--- src/rtl/camera_pixel_unpacker.sv ---
// Pairs bytes popped from a first-word-fall-through FIFO into RGB565 pixels with frame position tags.
// Latency: the pixel is valid in the cycle after the edge that pops its second byte; one-deep output register.
// Backpressure: with a pixel pending and m_ready low, the second byte of the next pixel is not popped, so the FIFO backs up.
module camera_pixel_unpacker #(
  parameter int DATA_WIDTH = 8,
  parameter int H_PIXELS   = 640,
  parameter int V_LINES    = 480,
  parameter bit MSB_FIRST  = 1'b1
) (
  input  logic                                               clk,
  input  logic                                               rst_n,
  input  logic                                               enable,
  input  logic                                               resync,
  input  logic                                               fifo_empty,
  input  logic [DATA_WIDTH-1:0]                              fifo_data,
  output logic                                               fifo_read,
  output logic [2*DATA_WIDTH-1:0]                            m_data,
  output logic                                               m_valid,
  input  logic                                               m_ready,
  output logic                                               m_sof,
  output logic                                               m_eol,
  output logic                                               m_eof,
  output logic [((H_PIXELS > 1) ? $clog2(H_PIXELS) : 1)-1:0] pixel_x,
  output logic [((V_LINES > 1) ? $clog2(V_LINES) : 1)-1:0]   line_y,
  output logic                                               frame_done
);

  localparam int XW = (H_PIXELS > 1) ? $clog2(H_PIXELS) : 1;
  localparam int YW = (V_LINES > 1) ? $clog2(V_LINES) : 1;

  typedef enum logic {
    PH_HI = 1'b0,
    PH_LO = 1'b1
  } phase_t;

  phase_t                  r_phase;
  logic [DATA_WIDTH-1:0]   r_hold;
  logic [2*DATA_WIDTH-1:0] r_data;
  logic                    r_valid;
  logic                    r_sof;
  logic                    r_eol;
  logic                    r_eof;
  logic [XW-1:0]           r_x;
  logic [YW-1:0]           r_y;
  logic                    r_frame_done;

  logic                    w_slot_free;
  logic                    w_pop;
  logic                    w_load;
  logic                    w_handshake;
  logic                    w_x_last;
  logic                    w_y_last;
  logic [2*DATA_WIDTH-1:0] w_pixel;

  // A HI byte only fills the hold register, so it may be popped even while the output slot is occupied.
  assign w_slot_free = !r_valid || m_ready;
  assign w_pop       = rst_n && enable && !resync && !fifo_empty && ((r_phase == PH_HI) || w_slot_free);
  assign w_load      = w_pop && (r_phase == PH_LO);
  assign w_handshake = r_valid && m_ready;
  assign w_x_last    = (r_x == XW'(H_PIXELS - 1));
  assign w_y_last    = (r_y == YW'(V_LINES - 1));
  assign w_pixel     = MSB_FIRST ? {r_hold, fifo_data} : {fifo_data, r_hold};

  // Byte phase, output register, frame counters and frame_done pulse; resync clears like reset.
  always_ff @(posedge clk) begin
    if (!rst_n || resync) begin
      r_phase      <= PH_HI;
      r_hold       <= '0;
      r_data       <= '0;
      r_valid      <= 1'b0;
      r_sof        <= 1'b0;
      r_eol        <= 1'b0;
      r_eof        <= 1'b0;
      r_x          <= '0;
      r_y          <= '0;
      r_frame_done <= 1'b0;
    end else begin
      r_frame_done <= w_handshake && r_eof;

      if (w_pop) begin
        if (r_phase == PH_HI) begin
          r_hold  <= fifo_data;
          r_phase <= PH_LO;
        end else begin
          r_phase <= PH_HI;
        end
      end

      if (w_load) begin
        r_data  <= w_pixel;
        r_valid <= 1'b1;
        r_sof   <= (r_x == '0) && (r_y == '0);
        r_eol   <= w_x_last;
        r_eof   <= w_x_last && w_y_last;
        if (w_x_last) begin
          r_x <= '0;
          r_y <= w_y_last ? '0 : r_y + YW'(1);
        end else begin
          r_x <= r_x + XW'(1);
        end
      end else if (w_handshake) begin
        r_valid <= 1'b0;
      end
    end
  end

  assign fifo_read  = w_pop;
  assign m_data     = r_data;
  assign m_valid    = r_valid;
  assign m_sof      = r_sof;
  assign m_eol      = r_eol;
  assign m_eof      = r_eof;
  assign pixel_x    = r_x;
  assign line_y     = r_y;
  assign frame_done = r_frame_done;

endmodule

--- config.mk ---
export PLATFORM = sky130hd
export DESIGN_NAME = camera_pixel_unpacker
export DESIGN_NICKNAME = d
export VERILOG_FILES = /design/src/rtl/camera_pixel_unpacker.sv
export SDC_FILE = /design/constraint.sdc
export NUM_CORES = 1
export LEC_CHECK = 0
export BUFFER_PORTS_ARGS = -buffer_cell sky130_fd_sc_hd__clkbuf_2
export CORE_MARGIN = 2
export CORE_UTILIZATION = 47
export DETAILED_ROUTE_END_ITERATION = 12
export PLACE_DENSITY_LB_ADDON = 0.12
export REMOVE_ABC_BUFFERS = 1
export SYNTH_ARGS = -nofsm -noshare
export SYNTH_HDL_FRONTEND = slang
export SYNTH_SLANG_ARGS = --single-unit
--- constraint.sdc ---
create_clock -name clk -period 1.66 [get_ports clk]
set_input_delay 0.332 -clock clk [delete_from_list [all_inputs] [get_ports clk]]
set_output_delay 0.332 -clock clk [all_outputs]
set_load 0.03 [all_outputs]
==> run metrics <==
hold crit path type=primary input to register; count of flip-flops with a built-in enable after synthesis=0; count of unique library cells instantiated by Yosys=37; cell taking the most area after synthesis=sky130_fd_sc_hd__dfxtp_1; routed vias/inst=approximately 5.5; worst path required time=1.90 ns; cell types with the largest area share after synthesis=sky130_fd_sc_hd__dfxtp_1 46%, sky130_fd_sc_hd__nand2_1 10%, sky130_fd_sc_hd__a21oi_1 7.9%; y dimension of the die=a little over 70 um; CTS tree=built; fraction of synthesis flops using an asynchronous set or reset pin=0%; syn_area_per_cell=just over 8 sq um; count of endpoints failing setup in the final report=0; maximum clock insertion buffer count=2; count of placed standard cells including taps=about 400; Non-Filler Instances=roughly 410; initial cell density of the core=between 40% and 50%; cell at the root of the clock tree=sky130_fd_sc_hd__clkbuf_8; Die X-Extent=roughly 72 um; Inserted Clock Buffers=5; most frequent cell after synthesis=sky130_fd_sc_hd__nand2_1; outcome=complete, no violations; final max-slew violation count=0; final weighted congestion in routability-driven placement=about 0.94; share of layout cells above drive strength 1=around a third; startpoint type of the worst setup path=register; post-synth top area share=45.6%; I/O pin count=55; Setup TNS=0 ns; final antenna diode count=0; Max Clock Freq=621 MHz; via count of the first global-routing pass=approximately 2,000; drt total wl=about 5700 um; FILL cells=roughly 400; drt pass-1 iters=4; met1 capacity usage during global routing=between 30% and 40%; Final Hold Violating Endpoints=0; post-synth design cell area=between 2000 and 2500 sq um; cell area power density=slightly above 700 nW/um^2; Core Rows=24; total routing resource utilization after global routing=22.7%; pin count of the biggest net entering global routing=26; RSZ-0062 raised after global routing=yes; H-tree depth=2; met3 routing resource usage after global routing=under 10%; Final Util=67.0%; static power due to leakage=approximately 1.2 nW; DRC marker count from the first detailed-route iteration=173; layout-stage area growth over the synthesis result=36.5%; multi-input gate area in the final layout=roughly 1200 sq um; predominant post-synthesis flop cell=sky130_fd_sc_hd__dfxtp_1; cell count after synthesis=between 200 and 300; die area=slightly above 5000 sq um; quantity of I/O buffers inserted on ports=54; Clock transition at path regs=~0.09 ns; post-route clock period utilization=between 90% and 100%; headroom to the max-slew limit=between 80% and 90%; total vias in the final route=between 2,000 and 2,500; met2 Resource Use GR=approximately a third; flop and latch count out of synthesis=49; element type at the critical path end=register; grt ovf=0; Detail Route Antenna Nets=0; clock latency at the later pin of the worst-skew pair=around 0.3 ns; most frequent cells after synthesis=58 x sky130_fd_sc_hd__nand2_1, 49 x sky130_fd_sc_hd__dfxtp_1, 34 x sky130_fd_sc_hd__a21oi_1; sequential cell area=approximately 990 sq um; Worst Setup Path Type=register to register; DRC viols=0; busiest metal layer after global routing=met2; fin nets=roughly 370; min Tclk post-route=between 1.5 and 2 ns; maximum capacitance violations=0; floorplan core area=between 4000 and 5000 sq um; worst setup skew after layout=between 0.008 and 0.009 ns; detailed placement HPWL=~4100 um; post-synthesis sequential area ratio=45.6%; DR WL/cell=14.1 um; number of warnings issued by yosys=0; Area after DPL=around 2700 sq um; Worst VDD drop=approximately 0.48 mV; TritonCTS sink count=49; global-route wire length before repair=9220 um; number of antenna violations at the first check in global routing=0; transition at the pin with the smallest max-transition slack=between 0.2 and 0.3 ns; final instance area=~2900 sq um; Worst Path Max Fanout=6; WP data arrival=between 1.5 and 2 ns; total chip power=~2.1 mW
==> critical path, stage by stage (launching register included) <==
cell,delay [ns]
sky130_fd_sc_hd__dfxtp_2,0.36
sky130_fd_sc_hd__ha_4,0.13
sky130_fd_sc_hd__and2_4,0.14
sky130_fd_sc_hd__nand4_1,0.10
sky130_fd_sc_hd__buf_4,0.18
sky130_fd_sc_hd__or4_4,0.51
sky130_fd_sc_hd__a21oi_2,0.12
==> per-layer routing <==
| metal | share of wire, % | wire length [um] | vias to the layer above |
|---|---|---|---|
| met5 | 0 | 0 | - |
| met4 | 2.1 | 121 | 0 |
| met3 | 5.3 | 306 | 12 |
| met2 | 48 | 2750 | 66 |
| met1 | 45 | 2570 | 1039 |
| li1 | - | - | 1123 |
==> layout make-up <==
type	instances	share of cell area [%]
well taps	52	2.21
flip-flops and latches	49	33.8
clock buffers	5	2.34
inverters	8	1.02
multi-input cells	197	39.3
clock inverters	3	1.49
repair buffers	94	19.8
==> final timing paths <==
kind | startpoint | end | slack (ns) | depth (start not counted)
setup / recovery | pixel_x[1]$_SDFFE_PP0P_ | line_y[0]$_SDFFE_PP0P_ | 0.05 | 6
hold / removal | fifo_data[6] | r_hold[6]$_SDFFE_PP0P_ | 0.24 | 3
setup reg to reg | pixel_x[1]$_SDFFE_PP0P_ | line_y[0]$_SDFFE_PP0P_ | 0.05 | 6
hold reg to reg | r_hold[4]$_SDFFE_PP0P_ | m_data[12]$_SDFFE_PP0P_ | 0.45 | 2
==> placed cells by master, fill, tap and decap left out, types with 2 or more instances in the layout <==
cell type                  instances
sky130_fd_sc_hd__clkbuf_8          5
sky130_fd_sc_hd__or4_1             2
sky130_fd_sc_hd__and3_1            4
sky130_fd_sc_hd__nor2b_1           2
sky130_fd_sc_hd__xnor2_1           2
sky130_fd_sc_hd__o211ai_1          2
sky130_fd_sc_hd__nand4_1           7
sky130_fd_sc_hd__nand3_1          13
sky130_fd_sc_hd__or4_4             3
sky130_fd_sc_hd__buf_4            39
sky130_fd_sc_hd__nor4_1            3
sky130_fd_sc_hd__nand2b_1          2
sky130_fd_sc_hd__nor2_1            6
sky130_fd_sc_hd__clkbuf_2         54
sky130_fd_sc_hd__a21oi_1          33
sky130_fd_sc_hd__or3_1             7
sky130_fd_sc_hd__dfxtp_1          44
sky130_fd_sc_hd__dfxtp_4           2
sky130_fd_sc_hd__nand2_1          58
sky130_fd_sc_hd__and4_1            3
sky130_fd_sc_hd__o31ai_1           5
sky130_fd_sc_hd__nor3_1            2
sky130_fd_sc_hd__ha_1              3
sky130_fd_sc_hd__inv_1             8
sky130_fd_sc_hd__dfxtp_2           3
sky130_fd_sc_hd__o21ai_0          20
==> kinds of logic (layout without fill, tap and decap cells) <==
kind of cell	after synthesis	in the layout	share of synthesized area, %
compound gates	65	65	16.5
xor+xnor	3	3	1.22
fa+ha+maj	4	4	2.33
buf+inv	20	110	3.66
flops	49	49	45.6
simple gates	125	125	30.7
==> through the flow <==
stage	setup WS, ns	hold WS (ns)
floorplan	-0.378	0.432
global placement	-0.136	0.437
detailed placement	-0.173	0.447
CTS	0.0138	0.236
global route	-0.0354	0.247
finish	0.0491	0.239
==> timing repair <==
action                                  in CTS  in global routing
endpoints found under the setup margin       7                 17
hold buffers                                 0                  0
pin swaps                                    1                  8
buffers inserted                             1                  1
resized for setup                            3                 19
==> state kept, by name, indices dropped and copies added (netlist names) <==
register,flops
m_data,16
m_eol,1
m_eof,1
r_phase,1
m_sof,1
pixel_x,10
r_hold,8
frame_done,1
m_valid,1
line_y,9
==> power breakdown <==
part	switching, mW	total (mW)	internal, mW
clock network	0.404	0.856	0.452
registers	0.00300	1.18	1.18
logic	0.0516	0.0925	0.0409
total	0.459	2.13	1.67
Note: power is estimated with default switching activity, not from simulation.
